[config.mk]
export PLATFORM = sky130hd
export DESIGN_NAME = mips_ctrl_ext_alu
export DESIGN_NICKNAME = d
export VERILOG_FILES = /design/src/rtl/mips_ctrl_ext_alu.sv
export SDC_FILE = /design/constraint.sdc
export NUM_CORES = 1
export LEC_CHECK = 0
export ABC_AREA = 1
export CORE_UTILIZATION = 47
export DETAILED_ROUTE_END_ITERATION = 10
export GPL_TIMING_DRIVEN = 0
export PLACE_DENSITY = 0.95
export SLEW_MARGIN = 10
export SYNTH_ARGS = -nofsm -noshare
export SYNTH_HDL_FRONTEND = slang
export SYNTH_SLANG_ARGS = --single-unit
[constraint.sdc]
create_clock -name clock -period 8.2 [get_ports clock]
set_input_delay 1.64 -clock clock [delete_from_list [all_inputs] [get_ports clock]]
set_output_delay 1.64 -clock clock [all_outputs]
set_load 0.02 [all_outputs]
[src/rtl/mips_ctrl_ext_alu.sv]
// Multicycle control FSM, immediate extender and ALU of the MIPS core.
// Define CTRL_BYTE_HALF_EN to decode lb/lbu/lh/lhu/sb/sh.
module mips_ctrl_ext_alu #(
  parameter int WIDTH = 32
) (
  input  logic             clock,
  input  logic             reset,
  input  logic [5:0]       opcode,
  input  logic [5:0]       func,
  input  logic [15:0]      imm,
  input  logic [WIDTH-1:0] rs_data,
  input  logic [WIDTH-1:0] rt_data,
  input  logic [WIDTH-1:0] default_next_pc,
  output logic [1:0]       ext_mode,
  output logic             alu_src,
  output logic             alu_src_0,
  output logic [1:0]       alu_mode,
  output logic             mem_read,
  output logic             mem_write,
  output logic [1:0]       mem_width,
  output logic             mem_signext,
  output logic             reg_write,
  output logic [1:0]       wb_idx,
  output logic [1:0]       wb_src,
  output logic             pc_write,
  output logic [1:0]       next_pc_src,
  output logic [WIDTH-1:0] extended_imm,
  output logic [WIDTH-1:0] alu_result,
  output logic             zf
);

  typedef enum logic [2:0] {
    S_IF  = 3'd0,
    S_ID  = 3'd1,
    S_EX  = 3'd2,
    S_MEM = 3'd3,
    S_WB  = 3'd4
  } state_t;

  localparam logic [1:0] A_ADD  = 2'd0;
  localparam logic [1:0] A_SUB  = 2'd1;
  localparam logic [1:0] A_OR   = 2'd2;
  localparam logic [1:0] A_PASS = 2'd3;

  state_t state, state_n;

  logic c_alu, c_load, c_store, c_jump, c_jal;
  logic pc_w, rw, mr, mw;

  always_comb begin
    ext_mode    = 2'd0;
    alu_src     = 1'b0;
    alu_src_0   = 1'b0;
    alu_mode    = A_ADD;
    mem_width   = 2'd2;
    mem_signext = 1'b0;
    wb_idx      = 2'd0;
    wb_src      = 2'd0;
    next_pc_src = 2'd0;
    c_alu       = 1'b0;
    c_load      = 1'b0;
    c_store     = 1'b0;
    c_jump      = 1'b0;
    c_jal       = 1'b0;
    case (opcode)
      6'h00: begin
        wb_idx = 2'd1;
        case (func)
          6'h21: c_alu = 1'b1;
          6'h23: begin
            c_alu    = 1'b1;
            alu_mode = A_SUB;
          end
          6'h25: begin
            c_alu    = 1'b1;
            alu_mode = A_OR;
          end
          6'h08: begin
            c_jump      = 1'b1;
            alu_mode    = A_PASS;
            next_pc_src = 2'd1;
          end
          default: ;
        endcase
      end
      6'h09: begin
        c_alu    = 1'b1;
        ext_mode = 2'd1;
        alu_src  = 1'b1;
      end
      6'h0D: begin
        c_alu    = 1'b1;
        alu_src  = 1'b1;
        alu_mode = A_OR;
      end
      6'h0F: begin
        c_alu    = 1'b1;
        ext_mode = 2'd2;
        alu_src  = 1'b1;
        alu_mode = A_OR;
      end
      6'h23: begin
        c_load   = 1'b1;
        ext_mode = 2'd1;
        alu_src  = 1'b1;
        wb_src   = 2'd1;
      end
      6'h2B: begin
        c_store  = 1'b1;
        ext_mode = 2'd1;
        alu_src  = 1'b1;
      end
      6'h04: begin
        c_jump      = 1'b1;
        ext_mode    = 2'd1;
        alu_mode    = A_SUB;
        next_pc_src = 2'd2;
      end
      6'h02: begin
        c_jump      = 1'b1;
        next_pc_src = 2'd3;
      end
      6'h03: begin
        c_jump      = 1'b1;
        c_jal       = 1'b1;
        next_pc_src = 2'd3;
        wb_idx      = 2'd2;
        wb_src      = 2'd2;
        alu_src_0   = 1'b1;
        alu_mode    = A_PASS;
      end
`ifdef CTRL_BYTE_HALF_EN
      6'h20, 6'h24, 6'h21, 6'h25: begin
        c_load      = 1'b1;
        ext_mode    = 2'd1;
        alu_src     = 1'b1;
        wb_src      = 2'd1;
        mem_width   = {1'b0, opcode[0]};
        mem_signext = ~opcode[2];
      end
      6'h28, 6'h29: begin
        c_store   = 1'b1;
        ext_mode  = 2'd1;
        alu_src   = 1'b1;
        mem_width = {1'b0, opcode[0]};
      end
`endif
      default: ;
    endcase
  end

  always_comb begin
    case (ext_mode)
      2'd1:    extended_imm = {{(WIDTH-16){imm[15]}}, imm};
      2'd2:    extended_imm = {imm, {(WIDTH-16){1'b0}}};
      default: extended_imm = {{(WIDTH-16){1'b0}}, imm};
    endcase
  end

  logic [WIDTH-1:0] op_a, op_b;

  assign op_a = alu_src_0 ? default_next_pc : rs_data;
  assign op_b = alu_src ? extended_imm : rt_data;

  always_comb begin
    case (alu_mode)
      A_ADD:   alu_result = op_a + op_b;
      A_SUB:   alu_result = op_a - op_b;
      A_OR:    alu_result = op_a | op_b;
      default: alu_result = op_a;
    endcase
  end

  assign zf = (alu_result == '0);

  always_ff @(posedge clock) begin
    if (reset) state <= S_IF;
    else       state <= state_n;
  end

  always_comb begin
    state_n = state;
    pc_w    = 1'b0;
    rw      = 1'b0;
    mr      = 1'b0;
    mw      = 1'b0;
    case (state)
      S_IF: state_n = S_ID;
      S_ID: begin
        if (c_alu | c_load | c_store | c_jump) begin
          state_n = S_EX;
        end else begin
          state_n = S_IF;
          pc_w    = 1'b1;
        end
      end
      S_EX: begin
        if (c_alu) begin
          state_n = S_WB;
        end else if (c_load | c_store) begin
          state_n = S_MEM;
        end else begin
          state_n = S_IF;
          pc_w    = 1'b1;
          rw      = c_jal;
        end
      end
      S_MEM: begin
        if (c_load) begin
          state_n = S_WB;
          mr      = 1'b1;
        end else begin
          state_n = S_IF;
          mw      = 1'b1;
          pc_w    = 1'b1;
        end
      end
      S_WB: begin
        state_n = S_IF;
        rw      = 1'b1;
        mr      = c_load;
        pc_w    = 1'b1;
      end
      default: state_n = S_IF;
    endcase
  end

  // strobes are suppressed in any reset cycle, even mid-instruction
  assign pc_write  = pc_w & ~reset;
  assign reg_write = rw & ~reset;
  assign mem_read  = mr & ~reset;
  assign mem_write = mw & ~reset;

endmodule

# Yosys cells after proc, flatten, opt, wreduce, memory -nomap -nowiden
# Cells that the tools add are included.
# Widths: inputs -> output; s select.
[op_classes]
n_addsub = 2
eq_ne = 20
muxes = 35
bitwise_logic = 10
reduce_logical = 11
[ops]
columns = ["operator", "n"]
rows = [
  ["$pmux 32 s3", 1],
  ["$mux 32", 2],
  ["$pmux 32 s2", 1],
  ["$add 32x32->32", 1],
  ["$logic_not 32->1", 1],
  ["$or 32x32->32", 1],
  ["$sub 32x32->32", 1],
  ["$eq 6x6->1 const B", 5],
  ["$eq 6x4->1 const B", 4],
  ["$mux 1", 15],
  ["$eq 6x2->1 const B", 2],
  ["$pmux 2 s2", 3],
  ["$pmux 2 s3", 2],
  ["$pmux 3 s4", 1],
  ["$reduce_or 3->1", 3],
  ["$pmux 1 s2", 4],
  ["$pmux 2 s4", 1],
  ["$eq 3x2->1 const B", 2],
  ["$eq 6x3->1 const B", 1],
  ["$logic_not 6->1", 1],
  ["$mux 3", 2],
  ["$reduce_or 5->1", 1],
  ["$and 1x1->1", 4],
  ["$eq 2x1->1 const B", 2],
  ["11 further kinds", 17],
]
[word_totals]
ff_bits = 3
output_inout_bits = 84
elab_cells = 79

# Logic depth before layout (Yosys ltp)
[depth]
depth_word = 10
ltp_mapped = 37
depth_no_buf = 35

# Least setup slack after synthesis
# Ideal clock, no wire load.
[synth_path]
path_kind = "in2out"
start = "in opcode[0]"
end = "out zf"
t_arrival_ns = 6.527
required_ns = 6.560
setup_slack_ns = 0.033
stages = 31
cell_sequence = "nand2_1 -> inv_1 -> nand3_2 -> buf_4 -> buf_2 -> nand3_1 -> ha_1 -> nor2_2 -> nor2_1 -> o21ai_1 -> ha_1 -> nand4_1 -> nor2_2 -> nand2_2 -> nor2_4 -> inv_1 -> o21ai_0 -> xor2_1 -> ha_1 -> a21oi_1 -> o21ai_0 -> a21oi_1 -> nand3_1 -> nand2_1 -> nand2_1 -> or2_2 -> nand3_1 -> o21ai_0 -> nor2_1 -> nand2_1 -> nor3_2"
[synth_between]
elab_chain_cells = 9
elab_cells_between_ends = 28
[synth_rtl]
columns = ["item", "line", "text"]
rows = [
  ["start: declaration", "8", "input logic [5:0] opcode,"],
  ["$eq 6x3->1, or another cell as far along", "65", "case (opcode)"],
  ["$reduce_or 4->1 (no source line)", "-", ""],
  ["$pmux 2 s2 (*)", "65", ""],
  ["$eq 2x2->1 or $eq 2x1->1 (tied branches)", "153", "case (ext_mode)"],
  ["$pmux 32 s2 (*)", "153", ""],
  ["via extended_imm[0]", "27", "output logic [WIDTH-1:0] extended_imm,"],
  ["$mux 32 (*)", "163", "assign op_b = alu_src ? extended_imm : rt_data;"],
  ["$sub 32x32->32 or $add 32x32->32 (tied branches)", "168, 167", ""],
  ["$pmux 32 s3 (*)", "166", "case (alu_mode)"],
  ["via alu_result[27]", "28", "output logic [WIDTH-1:0] alu_result,"],
  ["$logic_not 32->1 (*)", "174", "assign zf = (alu_result == '0);"],
  ["end: declaration", "29", "output logic zf"],
]
# The timed path passes the listed nets; every way through them passes the cells marked *.

# Worst setup path in the final report
[layout_path]
start = "in opcode[0]"
end = "out zf"
[layout_between]
elab_chain_cells = 9
elab_cells_between_ends = 28
[layout_rtl]
columns = ["item", "line", "text"]
rows = [
  ["$eq 6x3->1, or another cell as far along", "65", ""],
  ["$reduce_or 4->1 (no source line)", "-", ""],
  ["$pmux 2 s2", "65", ""],
  ["$eq 2x2->1 or $eq 2x1->1 (tied branches)", "153", ""],
  ["$pmux 32 s2", "153", ""],
  ["$mux 32", "163", ""],
  ["$sub 32x32->32, or another cell as far along", "168", "A_SUB: alu_result = op_a - op_b;"],
  ["$pmux 32 s3 (*)", "166", ""],
  ["$logic_not 32->1 (*)", "174", ""],
]
# Every way passes the cells marked *; elsewhere a longest branch is shown, timed or not.

==> results.py <==
metrics = {
    "timing": {
        "hold_viol_final": 0,
        "setup_viol": 1,
        "setup_ws_ns": -0.05791,
        "max_slew_margin_pct": 53.05,
        "fin_worst_hold_slack_ns": 0.4833,
        "fin_tns_setup_ns": -0.05791,
        "max_freq_mhz": 121.1,
        "rsz0062_at_grt": "yes",
        "worstMarginPinSlew_ns": 0.7042,
        "slew_viol_final": 0,
        "fin_crit_ns": 8.258,
        "fin_worst_skew_ns": 0.0002227,
        "finalCritPeriodShare_pct": 100.7,
    },
    "placed_design": {
        "io_buffers": 206,
        "dp_hpwl_um": 21360,
        "gp_congestion": 0.9818,
        "place_inst": 1561,
    },
    "clock_tree": {
        "hold_buffers": 0,
        "clockBufferDepth": 2,
        "cts_buffers": 3,
        "cts_tree": "yes",
        "clk_pin_slew_ns": 0.03,
        "htree_levels": 1,
        "cts-root-buf": "clkbuf_16",
        "clk_latency_ns": 0.23,
        "cts.sinks": 3,
    },
    "floorplan": {
        "initial_core_util_pct": 48.25,
        "dieArea_mm2": 0.01283,
        "ios": 210,
        "die_w_um": 113.3,
        "core_mm2": 0.01206,
        "rows": 40,
        "die_y_um": 113.3,
    },
    "critical_path": {
        "arrival_ns": 6.62,
        "critPathKind": "primary input to output port",
        "crit_path_top_delay_cell": "ha_4",
        "end_kind": "output port",
        "start_kind": "primary input",
        "cpPeakStageDelay_ns": 0.29,
        "worstPathMaxFanout": 10,
        "crit_required_ns": 6.56,
    },
    "layout": {
        "layout_common_cells": "nand2_1, inv_1, clkdlybuf4s50_1, nor2_1, nand3_1",
        "largest-register": "state",
        "largest_register_ffs": 3,
        "insertedDiodeCount": 0,
        "syn_to_final_growth_pct": 46.70,
        "nFillCells": 1077,
        "utilization_pct": 70.78,
        "nets": 1570,
        "layout_commonest_cell": "nand2_1",
        "multiInputGateArea_mm2": 0.005076,
        "regArea_um2": 60.06,
        "layout_top_registers": "state: 3 flops",
        "drive_above_1_share_pct": 11.10,
        "finalNonFillerCells": 1574,
    },
    "synthesis": {
        "ys_seq_area_share_pct": 1.032,
        "synth_warnings": 0,
        "avgSynthCellArea_um2": 4.907,
        "synthCells": 1186,
        "async_reset_ff_share_pct": 0,
        "netlist_area_mm2": 0.005819,
        "synth_cell_types": 49,
        "synth_enable_flop_cells": 0,
        "synth_ff_type": "dfxtp_1",
        "synth_seq_cells": 3,
    },
    "detailed_routing": {
        "drcViolationCount": 0,
        "wl_um": 26270,
        "drtIter0Drc": 863,
        "antenna_left": 0,
        "firstDrtPassIters": 7,
        "vias": 8689,
        "vias_per_cell": 5.520,
        "routedWlPerCell_um": 16.69,
    },
    "pwr": {
        "cellPowerDensity_mw_per_mm2": 98.35,
        "p_leak_nw": 4.484,
        "ir_drop_mv": 0.06994,
    },
    "global_route": {
        "antenna_found_initial": 0,
        "grt_pass1_vias": 7831,
        "grt_overflow": 0,
        "grt_max_degree": 15,
        "grt_pass1_wl_um": 39820,
        "grt_usage_pct": 39.09,
    },
    "outcome": {
        "outcome": "finished with violations",
        "violations": "negative setup slack",
    },
    "run": {
        "drv_cap": 0,
    },
    "worst_hold_path": {
        "hp-class": "register to register",
    },
}
==> final cells by class <==
type                       count  share of cell area (%)
tap                          168                   2.462
multi-input combinational    957                   59.46
inverter                     191                   8.427
sequential                     3                  0.7035
clock buffer                   4                  0.9233
timing repair buffer         217                   25.19
buffer                        34                   2.829
==> power by group <==
group / internal, W / total, W / switching [W] / leakage, nW
registers: 0.0000152 / 0.0000156 / 0.000000366 / 0.0245
logic: 0.000298 / 0.000745 / 0.000447 / 4.42
clock network: 0.0000643 / 0.0000790 / 0.0000147 / 0.0382
==> timing repair <==
| item | 4_1_cts | 5_1_grt |
|---|---|---|
| gates cloned | 0 | 0 |
| endpoints found under the setup margin | 30 | 20 |
| pin swaps | 15 | 11 |
| setup buffers | 9 | 2 |
| gates resized for setup | 48 | 69 |
==> path summary, 6_finish.rpt <==
path,startpoint,end,slack (ns),cells past startpoint
max,opcode[0],zf,-0.06,34
min,state[0]$_SDFF_PP0_,state[0]$_SDFF_PP0_,0.48,1
max reg2reg,state[0]$_SDFF_PP0_,state[2]$_SDFF_PP0_,7.01,4
min reg2reg,state[0]$_SDFF_PP0_,state[0]$_SDFF_PP0_,0.48,1
==> metrics by stage <==
step           area [um2]  setup WS (ns)  total power, W
2_1_floorplan        5823        0.03291       0.0004307
3_3_place_gp         8095         -1.569       0.0007046
3_5_place_dp         8095         -1.613       0.0007094
4_1_cts              8341        0.01347       0.0008010
5_1_grt              8537        -0.3419       0.0008941
6_report             8537       -0.05791       0.0008396
==> per-layer routing <==
metal	vias to the layer above	GRT usage, %	wire [um]
li1	4181	-	-
met1	3908	50.32	10780
met2	514	68.75	12200
met3	86	3.589	2346
met4	0	11.84	943
met5	-	0	0
==> logic make-up after synthesis <==
family / Yosys count / share of synthesized area, %
compound gates: 151 / 14.43
flops: 3 / 1.032
fa+ha+maj: 37 / 8.084
simple gates: 731 / 54.44
xor+xnor: 32 / 4.816
mux: 3 / 0.5160
other cells: 2 / 0.1291
buf+inv: 227 / 16.56
==> Yosys cell counts (all sizes together) (2+ instances only) <==
master    n  share of area [%]
nand2   437                 29
inv     191                 12
nor2    125                8.6
nand3    97                8.8
o21ai    68                6.2
a21oi    60                5.2
ha       36                7.7
xor2     30                4.5
buf      25                3.5
nand4    22                2.4
nand3b   16                2.1
nor3     16                1.5
or2      15                1.6
clkbuf   11               0.71
a31oi     6               0.65
a22oi     4               0.52
dfxtp     3                1.0
mux2i     3               0.52
o21a      3               0.39
a211oi    2               0.26
conb      2               0.13
nand2b    2               0.21
xnor2     2               0.30
==> worst max-delay path, delay by kind of cell <==
kind / cells / cell delay (ns)
compound gates: 3 / 0.41
buf+inv: 6 / 0.81
simple gates: 21 / 2.67
xor+xnor: 1 / 0.27
fa+ha+maj: 3 / 0.77
Note: power is estimated with default switching activity, not from simulation.
==> variant 1: new RTL, same settings <==
Encoding of `state_t`: now one-hot (5 bits for 5 states).
--- a/src/rtl/mips_ctrl_ext_alu.sv
+++ b/src/rtl/mips_ctrl_ext_alu.sv
@@ -29,12 +29,12 @@
   output logic             zf
 );
 
-  typedef enum logic [2:0] {
-    S_IF  = 3'd0,
-    S_ID  = 3'd1,
-    S_EX  = 3'd2,
-    S_MEM = 3'd3,
-    S_WB  = 3'd4
+  typedef enum logic [4:0] {
+    S_IF  = 5'b00001,
+    S_ID  = 5'b00010,
+    S_EX  = 5'b00100,
+    S_MEM = 5'b01000,
+    S_WB  = 5'b10000
   } state_t;
 
   localparam logic [1:0] A_ADD  = 2'd0;
Check against the original RTL: no difference found for any inputs over 10 cycles, from zero or initial values and one cycle with reset high; not proved beyond that.
==> variant 1 against the original RTL <==
The run ends with DRC left. Power rose by 0.12%. Die area fell by 2.7%. Via count fell by 0.29%. Synthesized area fell by 2.7%. Sequential cell count rose by 2. Routed wire length fell by 1.5%. Worst setup slack improved by 0.22 ns. Final area fell by 1.1%. Clock power rose by 5.2%. Fmax rose by 2.8%.
==> variant 1: results (changes against the original RTL) <==
placement:
  pre_cts_slack_ns: -1.75  # -0.135 ns
  gp_congestion: 1.02  # +3.8%
  io_buffers: 206  # unchanged
  dp.final_hpwl_um: 20200  # -5.3%
  postPlaceCellArea_um2: 7910  # -2.3%
worst_setup_path:
  arrival_ns: 6.40  # -0.22 ns
  reg2reg_depth: 5  # +1
  rr_startpoint: "state[0]$_SDFF_PP1_"
  crit_path_max_fanout: 6  # -4
  crit_start: "opcode[4]"
  critical-path-slowest-cell: "dlygate4sd2_1"
  critPathMaxStageDelay_ns: 0.34  # +0.05 ns
final_layout:
  instances_no_fill: 1535  # -2.5%
  reg.largest.list: "state: 5 flops"
  top_register: "state"
  fill_cells: 966  # -10%
  finalNetCount: 1556  # -0.89%
  diodes: 0  # unchanged
  drive_above_1_share_pct: 10.9  # -0.18 points
timing:
  finClkSkew_ns: 0.00293  # +0.00270 ns
  fin_tns_setup_ns: 0  # +0.0579 ns
  relSlewSlack_pct: 46.4  # -6.6 points
power:
  swShare_pct: 53.7  # -1.4 points
  p_leak_nw: 4.47  # -0.27%
  ir_drop_v: 0.000119  # +70%
clock_network:
  ctsHtreeMaxLevel: 1  # unchanged
  clk_pin_slew_ns: 0.04
  root_buffer: "clkbuf_16"
  clock_path_buffers: 2  # unchanged
  insertion_delay_ns: 0.23  # about the same
  cts_buffers: 3  # unchanged
yosys:
  syn_avg_cell_area_um2: 4.88  # -0.64%
  synthTopCellsByCount: "nand2_1, inv_1, nor2_1"
  synthTopCellsByArea: "nand2_1, inv_1, nand3_1"
  synth_flop_cell: "dfxtp_1"
  yosysUniqueCellTypes: 51  # +4.1%
  yosysSeqAreaShare_pct: 1.77  # +0.74 points
  async_flop_share_pct: 0  # unchanged
grt:
  grt_pass1_vias: 7879  # +0.61%
  grt_start_max_net_pins: 12  # -3
  antenna_found_initial: 0  # unchanged
  gr-usage-all-layers_pct: 38.7  # -0.35 points
  grt_pass1_wl_um: 39100  # -1.7%
route:
  wire_per_inst_um: 16.9  # +0.97%
  firstDrtPassIters: 9  # +2
  first_iter_violations: 1013  # +17%
  vias: 8664  # -0.29%
  drc: 2  # +2
hold_path:
  whs_path_depth: 2  # +1
  min-delay-start: "state[0]$_SDFF_PP1_"
status:
  outcome: "finished with violations"
  failed_checks: "DRC"
[variant 1: routing by layer]
layer	share of wire, %	vias up	GRT usage (%)
met5	0	-	0
met4	4.9	0	15.7
met3	10	108	6.15
met2	45	581	64.8
met1	40	3843	49.4
li1	-	4132	-
[variant 1: kinds of logic after synthesis]
logic type,count (synthesis),synth area share (%)
other,2,0.133
buffers and inverters,229,16.1
flip-flops,5,1.77
multiplexers,3,0.531
AND/OR/NAND/NOR,714,54.5
XOR/XNOR,34,5.26
adder cells (fa/ha/maj),37,8.31
AO/OA/AOI/OAI,137,13.4
[variant 1: through the flow]
stage / util (%) / power (W)
after global placement: 68.4 / 0.000693
after detailed placement: 68.4 / 0.000699
after floorplan: - / 0.000433
final: 73.0 / 0.000841
after CTS: 70.6 / 0.000791
after global routing: 73.0 / 0.000894
[variant 1: worst paths after layout]
path,to,slack [ns]
worst max-delay path,alu_result[31],0.16
worst min-delay path,state[1]$_SDFF_PP0_,0.54
worst max register to register,state[0]$_SDFF_PP1_,6.76
worst min register to register,state[1]$_SDFF_PP0_,0.54
[variant 1: power by group through the flow]
stage               registers, W  clock network (W)  logic (W)
detailed placement     0.0000274                  0   0.000672
finish                 0.0000273          0.0000831   0.000730
global route           0.0000273          0.0000839   0.000782
floorplan              0.0000272                  0   0.000406
CTS                    0.0000271          0.0000826   0.000682
global placement       0.0000273                  0   0.000666
[variant 1: cell type report]
cell class | count | area (um2) | area share [%]
multi-input combinational | 928 | 4960 | 58.7
timing repair buffer | 227 | 2200 | 26.0
buffer | 35 | 204 | 2.41
inverter | 193 | 724 | 8.58
clock buffer | 4 | 78.8 | 0.933
sequential | 5 | 100 | 1.19
tap | 143 | 179 | 2.12
[variant 1: critical path: cells and delay by family]
family	cells	cell delay [ns]
fa+ha+maj	3	0.70
simple gates	19	2.36
xor+xnor	1	0.19
compound gates	3	0.37
buf+inv	8	1.09
[variant 1: what timing repair did]
action	4_1_cts	5_1_grt
buffers inserted	11	10
pin swaps	13	35
endpoints found under the hold margin	0	0
cloned	0	0
gates resized for setup	42	87
setup endpoints to repair	31	15
==> variant 2: new RTL, same settings <==
Made on the original files. Build with the macro `CTRL_BYTE_HALF_EN` defined.
--- a/src/rtl/mips_ctrl_ext_alu.sv
+++ b/src/rtl/mips_ctrl_ext_alu.sv
@@ -1,5 +1,7 @@
 // Multicycle control FSM, immediate extender and ALU of the MIPS core.
 // Define CTRL_BYTE_HALF_EN to decode lb/lbu/lh/lhu/sb/sh.
+`define CTRL_BYTE_HALF_EN
+
 module mips_ctrl_ext_alu #(
   parameter int WIDTH = 32
 ) (
Formal check against the unedited RTL: not equivalent (Yosys sat finds a counterexample within 4 cycles, from zero or initial values and one cycle with reset high).
==> variant 2 against the original RTL <==
Worst setup slack lost 0.013 ns. Sequential cell count is the same. Via count grew 3.7%. The run still ends with setup timing left. Synthesized area grew 2.9%. Fmax shrank 0.16%. Power grew 19%. Routed wire length grew 1.4%. Final area grew 5.9%. Highest routed layer unchanged.
==> variant 2: results (changes against the original RTL) <==
status:
  outcome: "finished with violations"
  failed_checks: "setup timing"
timing:
  setup_viol_count_final: 2  # +1
  worst_slack_ns: -0.0711  # -0.0132 ns
  fin_tns_setup_ns: -0.107  # -0.0492 ns
  relSlewSlack_pct: 40.9  # -12 points
  finClkSkew_ns: 0.00144  # +0.00121 ns
power:
  pwr.group.clock_w: 0.0000782  # -1%
  ir_drop_v: 0.000197  # +180%
  pwr-share-comb_pct: 90.6  # +1.9 points
  p_leak_nw: 4.94  # +10%
placement:
  io_buffers: 208  # +0.97%
  dp.final_hpwl_um: 21500  # +0.84%
  gp_congestion: 0.972  # -1.0%
  pre_cts_slack_ns: -1.91  # -0.294 ns
final_layout:
  fill_cells: 1036  # -3.8%
  drive_above_1_share_pct: 15.0  # +3.9 points
  finalNetCount: 1647  # +4.9%
worst_setup_path:
  crit_path_max_fanout: 7  # -3
  critical-path-slowest-cell: "ha_1"
  arrival_ns: 6.63  # about the same
yosys:
  synth_compound_area_share_pct: 15.4  # +0.92 points
  synth_xor_area_share_pct: 4.68  # -0.14 points
grt:
  grt_start_max_net_pins: 12  # -3
  met2_usage_pct: 65.3  # -3.5 points
  gr-usage-all-layers_pct: 38.1  # -0.96 points
  use_met1_pct: 50.1  # -0.24 points
  grt_pass1_vias: 7926  # +1.2%
clock_network:
  cts_setup_buffers: 16  # +7
route:
  wl_met3_um: 2940  # +25%
==> variant 2: changes by cell type after synthesis, moves of 6 or more <==
cell      unedited run  this run
nand3b_1            16         4
a21oi_1             59        49
inv_1              186       240
nand2_1            416       429
nand2_2             20        12
nand3_1             93        87
o211ai_1             1         7
==> variant 2: worst paths after layout <==
path                                           from  slack [ns]  cells past startpoint             endpoint
worst max register to register  state[1]$_SDFF_PP0_        7.07                      4  state[1]$_SDFF_PP0_
worst min-delay path            state[0]$_SDFF_PP0_        0.50                      1  state[0]$_SDFF_PP0_
worst min register to register  state[0]$_SDFF_PP0_        0.50                      1  state[0]$_SDFF_PP0_
worst max-delay path                      opcode[5]       -0.07                     36                   zf
==> variant 2: area by class of cell <==
type	count	share of cell area, %
Multi-Input combinational cell	955	57.8
Timing Repair Buffer	243	25.7
Inverter	246	10.2
Sequential cell	3	0.665
Tap cell	168	2.33
Clock buffer	4	0.872
Buffer	32	2.37
